`config.mk`:
```
export PLATFORM = sky130hd
export DESIGN_NAME = date_loader_flat
export DESIGN_NICKNAME = d
export VERILOG_FILES = /design/src/rtl/date_loader_if.sv /design/src/rtl/date_loader.sv /design/src/flat_wrapper.sv
export SDC_FILE = /design/constraint.sdc
export NUM_CORES = 1
export LEC_CHECK = 0
export CAP_MARGIN = 30
export CORE_MARGIN = 5
export CORE_UTILIZATION = 41
export CTS_BUF_LIST = sky130_fd_sc_hd__clkbuf_2 sky130_fd_sc_hd__clkbuf_4 sky130_fd_sc_hd__clkbuf_8
export DETAILED_ROUTE_END_ITERATION = 6
export PLACE_DENSITY = 0.64
export SETUP_SLACK_MARGIN = 0.2
export SYNTH_ARGS = -nofsm -noshare
export SYNTH_HDL_FRONTEND = slang
export SYNTH_SLANG_ARGS = --single-unit
```
`constraint.sdc`:
```
create_clock -name clock -period 2.5 [get_ports clock]
set_input_delay 0.375 -clock clock [delete_from_list [all_inputs] [get_ports clock]]
set_output_delay 0.375 -clock clock [all_outputs]
set_load 0.05 [all_outputs]
```
`src/rtl/date_loader_if.sv`:
```
// Request/response and calendar-edit bundle for date_loader.
// master: drives start, target_date, date_count; slave: drives up, set, busy, done, error.
interface date_loader_if;
  logic        start;
  logic [22:0] target_date;
  logic [22:0] date_count;
  logic [4:0]  up;
  logic [1:0]  set;
  logic        busy;
  logic        done;
  logic        error;

  modport master (
    output start, target_date, date_count,
    input  up, set, busy, done, error
  );

  modport slave (
    input  start, target_date, date_count,
    output up, set, busy, done, error
  );
endinterface

```
`src/rtl/date_loader.sv`:
```
// Steps a live calendar to target_date via year/month/day up pulses.
// Ports: clock, reset (async active-low), bus (date_loader_if.slave).
// Option: DATE_LOADER_VERIFY_EN adds a settled full-date compare before done.
module date_loader #(
  parameter int SETTLE          = 2,
  parameter int YEAR_MAX_PULSES = 16384
) (
  input  logic clock,
  input  logic reset,
  date_loader_if.slave bus
);

  localparam int PCB = $clog2(YEAR_MAX_PULSES + 1);
  localparam int PCW = (PCB > 5) ? PCB : 5;

  localparam logic [3:0]     WLAST = 4'(SETTLE - 1);
  localparam logic [PCW-1:0] LIM_Y = PCW'(YEAR_MAX_PULSES);
  localparam logic [PCW-1:0] LIM_M = PCW'(12);
  localparam logic [PCW-1:0] LIM_D = PCW'(31);

  typedef enum logic [2:0] {
    S_IDLE,
    S_ENTER,
    S_CHECK,
    S_PULSE,
    S_WAIT,
    S_VERIFY,
    S_DONE,
    S_FAIL
  } state_t;

  typedef enum logic [1:0] {
    P_YEAR,
    P_MONTH,
    P_DAY
  } phase_t;

  state_t         state_q, state_d;
  phase_t         phase_q, phase_d;
  logic [3:0]     wcnt_q, wcnt_d;
  logic [PCW-1:0] pcnt_q, pcnt_d;
  logic [22:0]    tgt_q;
  logic           err_q;

  logic           accept;
  logic           hit;
  logic [PCW-1:0] lim;
  logic           edit;

  assign accept = (state_q == S_IDLE) && bus.start;

  // Field under edit and its pulse budget.
  always_comb begin
    hit = 1'b0;
    lim = LIM_D;
    unique case (phase_q)
      P_YEAR: begin
        hit = bus.date_count[22:9] == tgt_q[22:9];
        lim = LIM_Y;
      end
      P_MONTH: begin
        hit = bus.date_count[8:5] == tgt_q[8:5];
        lim = LIM_M;
      end
      P_DAY: begin
        hit = bus.date_count[4:0] == tgt_q[4:0];
        lim = LIM_D;
      end
      default: begin
        hit = 1'b0;
        lim = LIM_D;
      end
    endcase
  end

  always_comb begin
    state_d = state_q;
    phase_d = phase_q;
    wcnt_d  = wcnt_q;
    pcnt_d  = pcnt_q;
    unique case (state_q)
      S_IDLE: begin
        if (bus.start) begin
          state_d = S_ENTER;
          phase_d = P_YEAR;
          wcnt_d  = '0;
          pcnt_d  = '0;
        end
      end
      S_ENTER, S_WAIT: begin
        if (wcnt_q == WLAST) begin
          state_d = S_CHECK;
          wcnt_d  = '0;
        end else begin
          wcnt_d = wcnt_q + 4'd1;
        end
      end
      S_CHECK: begin
        if (hit) begin
          pcnt_d = '0;
          unique case (phase_q)
            P_YEAR:  phase_d = P_MONTH;
            P_MONTH: phase_d = P_DAY;
            default: begin
              state_d = S_VERIFY;
              wcnt_d  = '0;
            end
          endcase
        end else if (pcnt_q >= lim) begin
          state_d = S_FAIL;
        end else begin
          state_d = S_PULSE;
        end
      end
      S_PULSE: begin
        pcnt_d  = pcnt_q + PCW'(1);
        state_d = S_WAIT;
        wcnt_d  = '0;
      end
      S_VERIFY: begin
`ifdef DATE_LOADER_VERIFY_EN
        if (wcnt_q == WLAST) begin
          wcnt_d  = '0;
          state_d = (bus.date_count == tgt_q)
                  ? S_DONE : S_FAIL;
        end else begin
          wcnt_d = wcnt_q + 4'd1;
        end
`else
        state_d = S_DONE;
`endif
      end
      S_DONE, S_FAIL: begin
        state_d = S_IDLE;
        phase_d = P_YEAR;
        pcnt_d  = '0;
        wcnt_d  = '0;
      end
      default: state_d = S_IDLE;
    endcase
  end

  // Edit mode spans ENTER..VERIFY; busy is the same window.
  assign edit = (state_q == S_ENTER)
             || (state_q == S_CHECK)
             || (state_q == S_PULSE)
             || (state_q == S_WAIT)
             || (state_q == S_VERIFY);

  always_comb begin
    bus.up = '0;
    if (state_q == S_PULSE) begin
      unique case (1'b1)
        phase_q == P_YEAR:  bus.up[2] = 1'b1;
        phase_q == P_MONTH: bus.up[1] = 1'b1;
        phase_q == P_DAY:   bus.up[0] = 1'b1;
        default:            bus.up    = '0;
      endcase
    end
  end

  assign bus.set   = {edit, edit && (phase_q == P_DAY)};
  assign bus.busy  = edit;
  assign bus.done  = (state_q == S_DONE);
  assign bus.error = err_q;

  always_ff @(posedge clock or negedge reset) begin
    if (!reset) begin
      state_q <= S_IDLE;
      phase_q <= P_YEAR;
      wcnt_q  <= '0;
      pcnt_q  <= '0;
      tgt_q   <= '0;
      err_q   <= 1'b0;
    end else begin
      state_q <= state_d;
      phase_q <= phase_d;
      wcnt_q  <= wcnt_d;
      pcnt_q  <= pcnt_d;
      if (accept) begin
        tgt_q <= bus.target_date;
        err_q <= 1'b0;
      end else if (state_d == S_FAIL) begin
        err_q <= 1'b1;
      end
    end
  end

endmodule
```
`src/flat_wrapper.sv`:
```
// flat-port wrapper written by rule: the top's interface ports become plain ports
module date_loader_flat 
#(
  parameter int SETTLE          = 2,
  parameter int YEAR_MAX_PULSES = 16384
)
  (clock, reset, bus_start, bus_target_date, bus_date_count, bus_up, bus_set, bus_busy, bus_done, bus_error);
  date_loader_if bus_i ();
  input  logic clock;
  input  logic reset;
  input wire logic [$bits(bus_i.start)-1:0] bus_start;
  input wire logic [$bits(bus_i.target_date)-1:0] bus_target_date;
  input wire logic [$bits(bus_i.date_count)-1:0] bus_date_count;
  output wire logic [$bits(bus_i.up)-1:0] bus_up;
  output wire logic [$bits(bus_i.set)-1:0] bus_set;
  output wire logic [$bits(bus_i.busy)-1:0] bus_busy;
  output wire logic [$bits(bus_i.done)-1:0] bus_done;
  output wire logic [$bits(bus_i.error)-1:0] bus_error;
  assign bus_i.start = bus_start;
  assign bus_i.target_date = bus_target_date;
  assign bus_i.date_count = bus_date_count;
  assign bus_up = bus_i.up;
  assign bus_set = bus_i.set;
  assign bus_busy = bus_i.busy;
  assign bus_done = bus_i.done;
  assign bus_error = bus_i.error;
  date_loader #(.SETTLE(SETTLE), .YEAR_MAX_PULSES(YEAR_MAX_PULSES)) u_core (.clock(clock), .reset(reset), .bus(bus_i));
endmodule
```
==> impl_metrics.csv, run 1 <==
group,metric,value,unit
worst_setup_path,critPathMaxFanout,10,
timing,fin_setup_tns,0,ns
synth,synth_seq_cells,48,
finish,nFillCells,599,
clock_tree,worstSkewPairLatency,0.31,ns
timing,hold_violations,0,
worst_setup_path,r2r_setup_slack,0.43,ns
floorplanning,boundaryPins,59,
floorplanning,row_count,29,
grt,grt.total_usage,0.159,
timing,grt_setup_unrepaired,"yes",
placed_design,placedCellCount,450,
drt,drt_first_iter_violations,124,
drt,antenna_violating_nets_post_route,0,
worst_setup_path,crit_path_start,"u_core.state_q[0]",
synth,async_reset_ff_frac,1.00,
worst_setup_path,worst-r2r-cell-count,6,
worst_setup_path,timing_worst_setup_path_type,"reg2out",
timing,fin_hold_ws,0.0627,ns
finish,layout_cells_sized_above_1,0.0997,
flow_run,max_cap_viol_count,0,
drt,drt-pass1-iter-count,5,
floorplanning,core_area,6350,µm²
power_and_ir_drop,vdd_drop_max,0.418,mV
worst_setup_path,crit_end,"bus_done",
finish,final_net_count,432,
timing,finalSetupViolations,0,
grt,antenna_found_initial,0,
clock_tree,cts_setup_buffers,0,
outcome,outcome,"complete, no violations",
floorplanning,die_w,90.6,µm
finish,flow.area_growth_from_synthesis,31.1,%
worst_setup_path,reg2reg_from,"u_core.tgt_q[22]",
clock_tree,ctsRootBufferMaster,"clkbuf_8",
synth,synth_area_per_cell,8.46,µm²
grt,global_route_total_overflow,0,
worst_setup_path,worst_ep_arrival_time,1.82,ns
power_and_ir_drop,power.density,914,nW/µm²
finish,finished_cell_area,3490,µm²
clock_tree,tritoncts,"done",
timing,slew_viol_final,0,
worst_setup_path,critPathCaptureType,"output pin",
timing,layout_worst_path_cycle_share,0.878,
clock_tree,clkTransAtPathRegs,0.10,ns
clock_tree,ctsLongestPathBuffers,2,
synth,synth-edff-count,0,
power_and_ir_drop,p_leak,1.59,nW
grt,first_global_vias,2283,
clock_tree,cts_buffers,5,
finish,n_antenna_cell,0,
placed_design,gpl.final_weighted_congestion,0.839,
placed_design,placed_inst_area,3380,µm²
timing,worst_slew_margin_relative_to_its_limit,0.577,
timing,final.setup_skew,0.0116,ns
synth,yosysSeqAreaShare,0.451,
clock_tree,cts_max_level,2,
worst_setup_path,worst-endpoint-required,2.12,ns
floorplanning,die_h,90.6,µm
drt,via_per_inst,5.14,
finish,post_layout_nonfiller_instances,458,
drt,totalWireLength,6.52,mm
hold_path,hp-class,"in2async",
timing,post-route-min-period,2.19,ns
placed_design,dp_hpwl,4.87,mm
synth,yosys_most_used_dff,"dfrtp_1",
worst_setup_path,terminus_of_the_critical_flop_to_flop_path,"u_core.pcnt_q[9]",
synth,netlist_instances,315,
clock_tree,clock_sinks,48,
grt,grt_pass1_wl,10.8,mm
timing,tightestPinTransition,0.635,ns
floorplanning,initial_core_util,0.420,
drt,routedWlPerCell,14.2,µm
synth,synth_cell_types,47,
floorplanning,die-area,8210,µm²
worst_setup_path,crit_path_start_kind,"register",
placed_design,io_buffers,56,
grt,grt_start_max_net_pins,26,
timing,max_freq,456,MHz
drt,drc_violations_left,0,
synth,netlist_area,2660,µm²
drt,vias_after_detailed_routing,2352,
synth,synth.yosys.warnings,0,
power breakdown:
group          leakage [nW]  switching [mW]  internal, mW
clock                0.0510           0.277         0.222
combinational         0.915           0.856         0.601
sequential            0.626           0.207          1.03
state kept, by name, indices dropped and copies added (netlist names):
name              cells
u_core.bus.error      1
u_core.pcnt_q        15
u_core.phase_q        2
u_core.state_q        3
u_core.tgt_q         23
u_core.wcnt_q         4
cell usage after synthesis (all sizes together) (6+ instances only):
cell,number,area [µm²]
a31oi,13,81.3
a21oi,13,65.1
nand2,94,353
nor3,7,35.0
buf,8,48.8
xnor2,14,123
nand3,7,35.0
o21ai,7,35.0
nor2,22,85.1
dfrtp,48,1200
inv,9,33.8
xor2,12,105
and2,6,37.5
cell usage in the layout (no fill, tap or decap), types with 5 or more instances in the layout:
cell type	Yosys	layout
nand2_1	94	94
clkdlybuf4s50_1	0	49
dfrtp_1	48	48
nor2_1	21	20
buf_4	4	18
xnor2_1	14	14
a31oi_1	13	13
xor2_1	12	12
a21oi_1	13	12
inv_1	8	8
nand3_1	7	7
o21ai_0	7	7
nor3_1	7	6
and2_1	6	6
clkbuf_8	0	6
nand4_1	5	5
o31ai_1	5	5
final cells by class:
class | instances | area (µm²) | area share
Multi-Input combinational cell | 246 | 1400 | 0.400
Clock inverter | 2 | 10.0 | 0.00287
Tap cell | 77 | 96.3 | 0.0276
Sequential cell | 48 | 1200 | 0.344
Timing Repair Buffer | 70 | 671 | 0.192
Inverter | 9 | 33.8 | 0.00967
Clock buffer | 6 | 82.6 | 0.0236
kinds of logic after synthesis:
family / share of synthesized area
and+or+nand+nor: 0.271
other: 0.00141
muxes: 0.00376
DFF: 0.451
xor gates and xnor gates: 0.0855
adders and majority gates: 0.0179
buffers and inverters: 0.0380
AOI/OAI and AO/OA: 0.132
critical path: stages (launching register included):
cell	delay (ns)
dfrtp_1	0.42
buf_4	0.18
nor2_1	0.10
clkdlybuf4s50_1	0.81
worst min-delay path by stage:
stage               startpoint               end  slack [ns]
finish                   reset  u_core.wcnt_q[3]        0.06
detailed placement       reset  u_core.wcnt_q[3]        0.43
global route             reset  u_core.wcnt_q[3]        0.11
floorplan                reset  u_core.bus.error        0.08
global placement         reset  u_core.wcnt_q[3]        0.44
CTS                      reset  u_core.wcnt_q[3]        0.09
layer usage:
metal  track usage  share of wire  vias to the layer above  wire, µm
met4        0.0447         0.0098                        0        64
li1              -              -                     1196         -
met2         0.262           0.47                       64      3090
met3        0.0458          0.074                        7       483
met5             0              0                        -         0
met1         0.202           0.44                     1085      2880
per-stage QoR:
step                 util  total power [mW]  worst slack, ns
detailed placement  0.532              2.69           -0.188
finish              0.550              3.19            0.305
CTS                 0.548              3.20            0.212
floorplan               -              2.24            0.409
global route        0.550              3.45            0.177
global placement    0.532              2.66           -0.102
what timing repair did:
item / 4_1_cts / 5_1_grt
hold buffers: 0 / 0
resized for setup: 1 / 2
setup endpoints to repair: 6 / 6
hold endpoints to repair: 0 / 0
Note: power is estimated with default switching activity, not from simulation.
==> run 2: changes to the inputs <==
--- a/config.mk
+++ b/config.mk
@@ -10,6 +10,7 @@
 export CORE_UTILIZATION = 41
 export CTS_BUF_LIST = sky130_fd_sc_hd__clkbuf_2 sky130_fd_sc_hd__clkbuf_4 sky130_fd_sc_hd__clkbuf_8
 export DETAILED_ROUTE_END_ITERATION = 6
+export GPL_ROUTABILITY_DRIVEN = 0
 export PLACE_DENSITY = 0.64
 export SETUP_SLACK_MARGIN = 0.2
 export SYNTH_ARGS = -nofsm -noshare
==> results of run 2 <==
Same layout as run 1: the final DEF is identical, and so are final timing and power.
==> run 3: changes to the inputs <==
--- a/config.mk
+++ b/config.mk
@@ -11,6 +11,7 @@
 export CTS_BUF_LIST = sky130_fd_sc_hd__clkbuf_2 sky130_fd_sc_hd__clkbuf_4 sky130_fd_sc_hd__clkbuf_8
 export DETAILED_ROUTE_END_ITERATION = 6
 export GPL_ROUTABILITY_DRIVEN = 0
+export HOLD_SLACK_MARGIN = 0.06
 export PLACE_DENSITY = 0.64
 export SETUP_SLACK_MARGIN = 0.2
 export SYNTH_ARGS = -nofsm -noshare
==> constraint.sdc (replaced) <==
create_clock -name clock -period 2.65 [get_ports clock]
set_input_delay 0.3975 -clock clock [delete_from_list [all_inputs] [get_ports clock]]
set_output_delay 0.3975 -clock clock [all_outputs]
set_load 0.05 [all_outputs]
==> run 3 against run 2 <==
Net effect:
- sequential cell count unchanged
- wire length is 6.6% lower
- largest power group unchanged
- highest routed layer unchanged
- design area shrank 2.0%
- clock skew is 0.0048 ns lower
- via count fell by 2.2%
==> impl_metrics.csv, run 3 (same netlist as run 1, synthesis figures left out) <==
group,metric,value,unit
outcome,outcome,"complete, no violations",
clock_tree,worstSkewPairLatency,0.30,ns
grt,gr-usage-met2,0.262,
finish,mostFrequentLayoutCell,"nand2_1",
finish,largest_register,"u_core.tgt_q",
grt,groute.layer.met1.usage,0.192,
power_and_ir_drop,power.share.switching,0.418,
power_and_ir_drop,vdd_drop_max,0.364,mV
grt,global_route_total_overflow,0,
flow_run,max_cap_viol_count,0,
timing,worst_slew_margin_relative_to_its_limit,0.583,
clock_tree,ctsRootBufferMaster,"clkbuf_8",
worst_setup_path,critPathSlowestCell,"dfrtp_1",
worst_setup_path,worst-r2r-cell-count,6,
power_and_ir_drop,power.sequential.fraction,0.415,
timing,final.setup_skew,0.00677,ns
power_and_ir_drop,pwr-share-clk,0.145,
power_and_ir_drop,p_leak,1.57,nW
drt,vias_after_detailed_routing,2301,
power_and_ir_drop,power.net_switching,1.20,mW
worst_setup_path,crit_path_start_kind,"register",
worst_setup_path,critPathCaptureType,"output pin",
drt,drt_first_iter_violations,106,
power_and_ir_drop,fraction_of_power_consumed_by_combinational_cells,0.440,
grt,grt_start_max_net_pins,26,
timing,tightestPinTransition,0.625,ns
timing,max_freq,428,MHz
worst_setup_path,worst_ep_arrival_time,1.94,ns
floorplanning,die-area,8210,µm²
grt,grt.total_usage,0.155,
floorplanning,row_count,29,
clock_tree,cts_max_level,2,
timing,grt_setup_unrepaired,"yes",
clock_tree,cts_buffers,5,
timing,post-route-min-period,2.34,ns
finish,final_net_count,427,
worst_setup_path,reg2reg_from,"u_core.state_q[2]",
drt,via_per_inst,5.09,
placed_design,placedCellCount,445,
clock_tree,tritoncts,"done",
finish,n_antenna_cell,0,
worst_setup_path,timing.critical_path.cells,"nor2_2 -> inv_1 -> nor2_1 -> a21oi_2 -> and2_1 -> dlygate4sd2_1",
finish,post_layout_nonfiller_instances,452,
floorplanning,initial_core_util,0.420,
grt,grt.met3_usage,0.0525,
timing,slew_viol_final,0,
power_and_ir_drop,p_int,1.67,mW
grt,first_global_vias,2272,
worst_setup_path,cp_slowest_stage_delay,0.48,ns
worst_setup_path,critical-path-top-delay-family,"simple AND/OR/NAND/NOR gates",
clock_tree,clock_sinks,48,
timing,layout_worst_path_cycle_share,0.882,
grt,top_usage_layer,"met2",
drt,routedWlPerCell,13.5,µm
timing,hold_violations,0,
drt,drt-pass1-iter-count,4,
floorplanning,core_area,6350,µm²
hold_path,hp-class,"in2async",
floorplanning,die_w,90.6,µm
finish,layout_cells_sized_above_1,0.0747,
power_and_ir_drop,power.density,839,nW/µm²
clock_tree,ctsLongestPathBuffers,2,
drt,antenna_violating_nets_post_route,0,
floorplanning,boundaryPins,59,
worst_setup_path,worstPathBufferInverterCount,2,
placed_design,io_buffers,56,
floorplanning,die_h,90.6,µm
finish,largest_reg_flops,23,
drt,totalWireLength,6.09,mm
timing,finalSetupViolations,0,
clock_tree,clkTransAtPathRegs,0.08,ns
finish,largest_registers,"u_core.tgt_q x23, u_core.pcnt_q x15, u_core.wcnt_q x4",
worst_setup_path,worst-endpoint-required,2.25,ns
drt,drc_violations_left,0,
worst_setup_path,terminus_of_the_critical_flop_to_flop_path,"u_core.pcnt_q[12]",
worst_setup_path,critPathMaxFanout,8,
finish,layout.cells.most_common_list,"nand2_1, clkdlybuf4s50_1, dfrtp_1",
worst_setup_path,r2r_setup_slack,0.53,ns
grt,antenna_found_initial,0,
placed_design,dp_hpwl,4.70,mm
power_and_ir_drop,power.total,2.87,mW
grt,grt_pass1_wl,10.6,mm
worst_setup_path,timing_worst_setup_path_type,"reg2out",
timing,fin_setup_tns,0,ns
finish,flow.area_growth_from_synthesis,28.5,%
[run 3: repair_timing]
action | 4_1_cts | 5_1_grt
gates resized for setup | 3 | 3
hold endpoints to repair | 0 | 0
endpoints found under the setup margin | 3 | 8
buffers inserted | 0 | 0
hold buffers | 0 | 0
[run 3: per-stage QoR]
step,hold slack (ns),setup slack [ns],instance area (µm²),util
2_1_floorplan,0.102,0.276,2670,-
3_3_place_gp,0.437,0.0973,3330,0.524
3_5_place_dp,0.439,0.0334,3330,0.524
4_1_cts,0.120,0.201,3410,0.536
5_1_grt,0.136,0.162,3420,0.539
6_report,0.101,0.313,3420,0.539
[run 3: cell type report]
type / instances / area, µm²
clock buffers: 5 / 68.8
clock inverters: 2 / 12.5
fillers: 577 / 2930
inverters: 9 / 33.8
multi-input cells: 246 / 1380
flip-flops and latches: 48 / 1200
well taps: 77 / 96.3
repair buffers: 65 / 627
[run 3: metal layers]
| layer | part of all wire | wire, µm |
|---|---|---|
| met1 | 0.44 | 2710 |
| met2 | 0.48 | 2950 |
| met3 | 0.066 | 400 |
| met4 | 0.0044 | 27 |
| met5 | 0 | 0 |
[run 3: power by group through the flow]
| stage | sequential [mW] | clock, mW | combinational, mW |
|---|---|---|---|
| final | 1.19 | 0.417 | 1.26 |
| after detailed placement | 1.20 | 0 | 1.29 |
| after floorplan | 1.15 | 0 | 0.964 |
| after global placement | 1.20 | 0 | 1.26 |
| after CTS | 1.19 | 0.433 | 1.28 |
| after global routing | 1.23 | 0.462 | 1.42 |
[run 3: worst max-delay path by stage]
| stage | from | end | cells after the start |
|---|---|---|---|
| final | u_core.state_q[2] | bus_set[0] | 6 |
| after global routing | u_core.state_q[2] | bus_set[0] | 6 |
| after CTS | u_core.state_q[2] | bus_set[0] | 6 |
| after detailed placement | bus_date_count[13] | u_core.pcnt_q[12] | 8 |
| after global placement | bus_date_count[11] | u_core.pcnt_q[11] | 7 |
| after floorplan | u_core.state_q[2] | bus_up[0] | 4 |
==> variant: new RTL, flow settings as in run 2 <==
`YEAR_MAX_PULSES` is set to 16384 in 2 places; all go to 4096.
--- a/src/rtl/date_loader.sv
+++ b/src/rtl/date_loader.sv
@@ -4,5 +4,5 @@
 module date_loader #(
   parameter int SETTLE          = 2,
-  parameter int YEAR_MAX_PULSES = 16384
+  parameter int YEAR_MAX_PULSES = 4096
 ) (
   input  logic clock,
--- a/src/flat_wrapper.sv
+++ b/src/flat_wrapper.sv
@@ -3,5 +3,5 @@
 #(
   parameter int SETTLE          = 2,
-  parameter int YEAR_MAX_PULSES = 16384
+  parameter int YEAR_MAX_PULSES = 4096
 )
   (clock, reset, bus_start, bus_target_date, bus_date_count, bus_up, bus_set, bus_busy, bus_done, bus_error);
Behaviour: same outputs for any inputs over 10 cycles, from zero or initial values and one cycle with reset low; that may be too few to reach the edited logic, so the function may still have changed.
==> variant against run 2 <==
Total power down 5.9%; sequential cell count down 2; first-iteration DRC count up 18%; via count down 4.8%; die area down 1.8%; highest routed layer unchanged; wire length down 11%; synthesized area down 2.0%; sequential share of layout area down 0.65 points; final area down 2.3%; count of clock-buffer cells in the layout unchanged; setup slack better by 0.047 ns; global-route usage down 1.2 points.
==> variant: results (changes against run 2) <==
Status:
- The flow ran to the end, and the final reports show no timing, DRC or antenna violations.

Synthesis:
- After synthesis, the cell types taking the most area are sky130_fd_sc_hd__dfrtp_1 (44%), sky130_fd_sc_hd__nand2_1 (13%), sky130_fd_sc_hd__xnor2_1 (5.7%).
- The number of distinct library cell variants in the gate-level netlist after synthesis came to 48 (+2.1%).
- The gate count after technology mapping is 299 (-5.1%).
- The share of the yosys chip area belonging to registers is 44.08% (-1.0 points).

Critical path:
- The cell with the largest stage delay on the worst path is sky130_fd_sc_hd__dfrtp_1.
- The maximum cell stage delay along the critical path is 0.60 ns (-0.21 ns).
- The highest fanout seen on the critical path is 13 (+3).

GRT:
- The maximum number of pins on one net before global-route repair is 33 (+27%).
- The wire length of the first global-routing pass was 10120 um (-6.6%).
- The fraction of met2 tracks used by global routing is 23.84% (-2.4 points).
- The met1 capacity usage during global routing is 18.93% (-1.3 points).
- The global-route usage over all layers is 14.68% (-1.2 points).
- The met3 track demand over resource in global routing was 4.674% (+0.091 points).
- The number of global-route vias before repair is 2218 (-2.8%).

Finish:
- The ratio of cells with drive above 1 in the final layout is 9.749% (-0.22 points).
- In the final layout, the registers with the most flip-flops are u_core.tgt_q x23, u_core.pcnt_q x13, u_core.wcnt_q x4.
- The number of diodes is 0 (unchanged).
- The number of standard cells in the layout, taps in and fillers out is 436 (-4.8%).

Detailed routing:
- The routed metal-1 wire length is 2644 um (-8.2%).
- The average wire per standard cell is 13.35 um (-6.2%).
- The post-detailed-route via-to-cell ratio was 5.133 (about the same).
- The routed length on met2 is 2708 um (-12%).
- The number of DRC violations after detailed-routing iteration 0 is 146 (+18%).
- The total met3 wirelength after detailed routing is 436 um (-9.7%).

Timing:
- The setup clock skew after layout came to 0.005202 ns (-0.006404 ns).
- The worst-case headroom to the max-slew limit came to 66.86% (+9.2 points).

Clock network:
- After clock tree synthesis, the clock-pin slew on the worst setup and hold paths is 0.09 ns.
- The clock latency at the later pin of the worst-skew pair is 0.29 ns (-0.02 ns).

Place:
- The count of placed standard cells including taps is 427 (-5.1%).

Min path:
- The path class of the lowest-slack min-delay path is reg2reg.

Power:
- The static leakage was 1.543 nW (-3.1%).
## variant: changes by cell type after synthesis, moves of 4 or more
cell and delta:
sky130_fd_sc_hd__a21oi_1 -8, sky130_fd_sc_hd__a31oi_1 -9, sky130_fd_sc_hd__and2_1 -4, sky130_fd_sc_hd__inv_1 -5, sky130_fd_sc_hd__nor2_1 -6, sky130_fd_sc_hd__o21ai_0 +5, sky130_fd_sc_hd__o21ai_1 +6, sky130_fd_sc_hd__o31ai_1 +12
sky130_fd_sc_hd__o41ai_1 +4, sky130_fd_sc_hd__xor2_1 -6
## variant: cells by family after synthesis
family	Yosys count	synth area share (%)
xor gates and xnor gates	24	8.337
adders and majority gates	6	2.779
muxes	1	0.3833
DFF	46	44.08
buffers and inverters	19	3.545
AOI/OAI and AO/OA	60	15.96
and+or+nand+nor	142	24.77
other	1	0.1436
## variant: metrics by stage
step | instance area (sq um) | power (mW) | setup slack, ns
global route | 3411 | 3.254 | 0.2262
global placement | 3283 | 2.455 | 0.1682
finish | 3411 | 3.003 | 0.3521
CTS | 3411 | 3.043 | 0.3543
detailed placement | 3291 | 2.497 | 0.1479
floorplan | 2621 | 2.120 | 0.2815
## variant: cell type report
cell class	count	area (sq um)
clock buffer	6	76.32
inverter	4	15.01
sequential	46	1151
timing repair buffer	66	656.9
multi-input combinational	235	1378
fill	611	2867
clock inverter	2	37.54
tap	77	96.34
## variant: path summary, 6_finish.rpt
kind / to / cells after the start / slack (ns) / startpoint
worst max register to register: u_core.pcnt_q[12]$_DFFE_PN0P_ / 7 / 0.46 / u_core.pcnt_q[0]$_DFFE_PN0P_
worst min register to register: u_core.tgt_q[5]$_DFFE_PN0P_ / 2 / 0.50 / u_core.tgt_q[5]$_DFFE_PN0P_
worst min-delay path: u_core.tgt_q[5]$_DFFE_PN0P_ / 2 / 0.50 / u_core.tgt_q[5]$_DFFE_PN0P_
max in group asynchronous: u_core.tgt_q[1]$_DFFE_PN0P_ / 3 / 1.25 / reset
worst max-delay path: bus_set[1] / 3 / 0.35 / u_core.state_q[1]$_DFF_PN0_
min in group asynchronous: u_core.pcnt_q[6]$_DFFE_PN0P_ / 2 / 0.52 / reset
## variant: repair_timing
action / CTS / global route
setup endpoints to repair: 3 / 0
gates resized for setup: 3 / 0
endpoints found under the hold margin: 14 / 0
setup buffers: 0 / 0
hold buffers: 1 / 0
## variant: power by group
group	total, mW	leakage, nW	switching (mW)	internal (mW)
registers	1.16	0.601	0.195	0.964
clock network	0.553	0.0548	0.244	0.309
logic	1.29	0.887	0.749	0.543
total	3.00	1.54	1.19	1.82
## variant: critical path: cells and delay by family (launching register included)
| family | cells | cell delay [ns] |
|---|---|---|
| AOI/OAI and AO/OA | 1 | 0.17 |
| buffers and inverters | 1 | 0.55 |
| DFF | 1 | 0.60 |
| and+or+nand+nor | 1 | 0.16 |
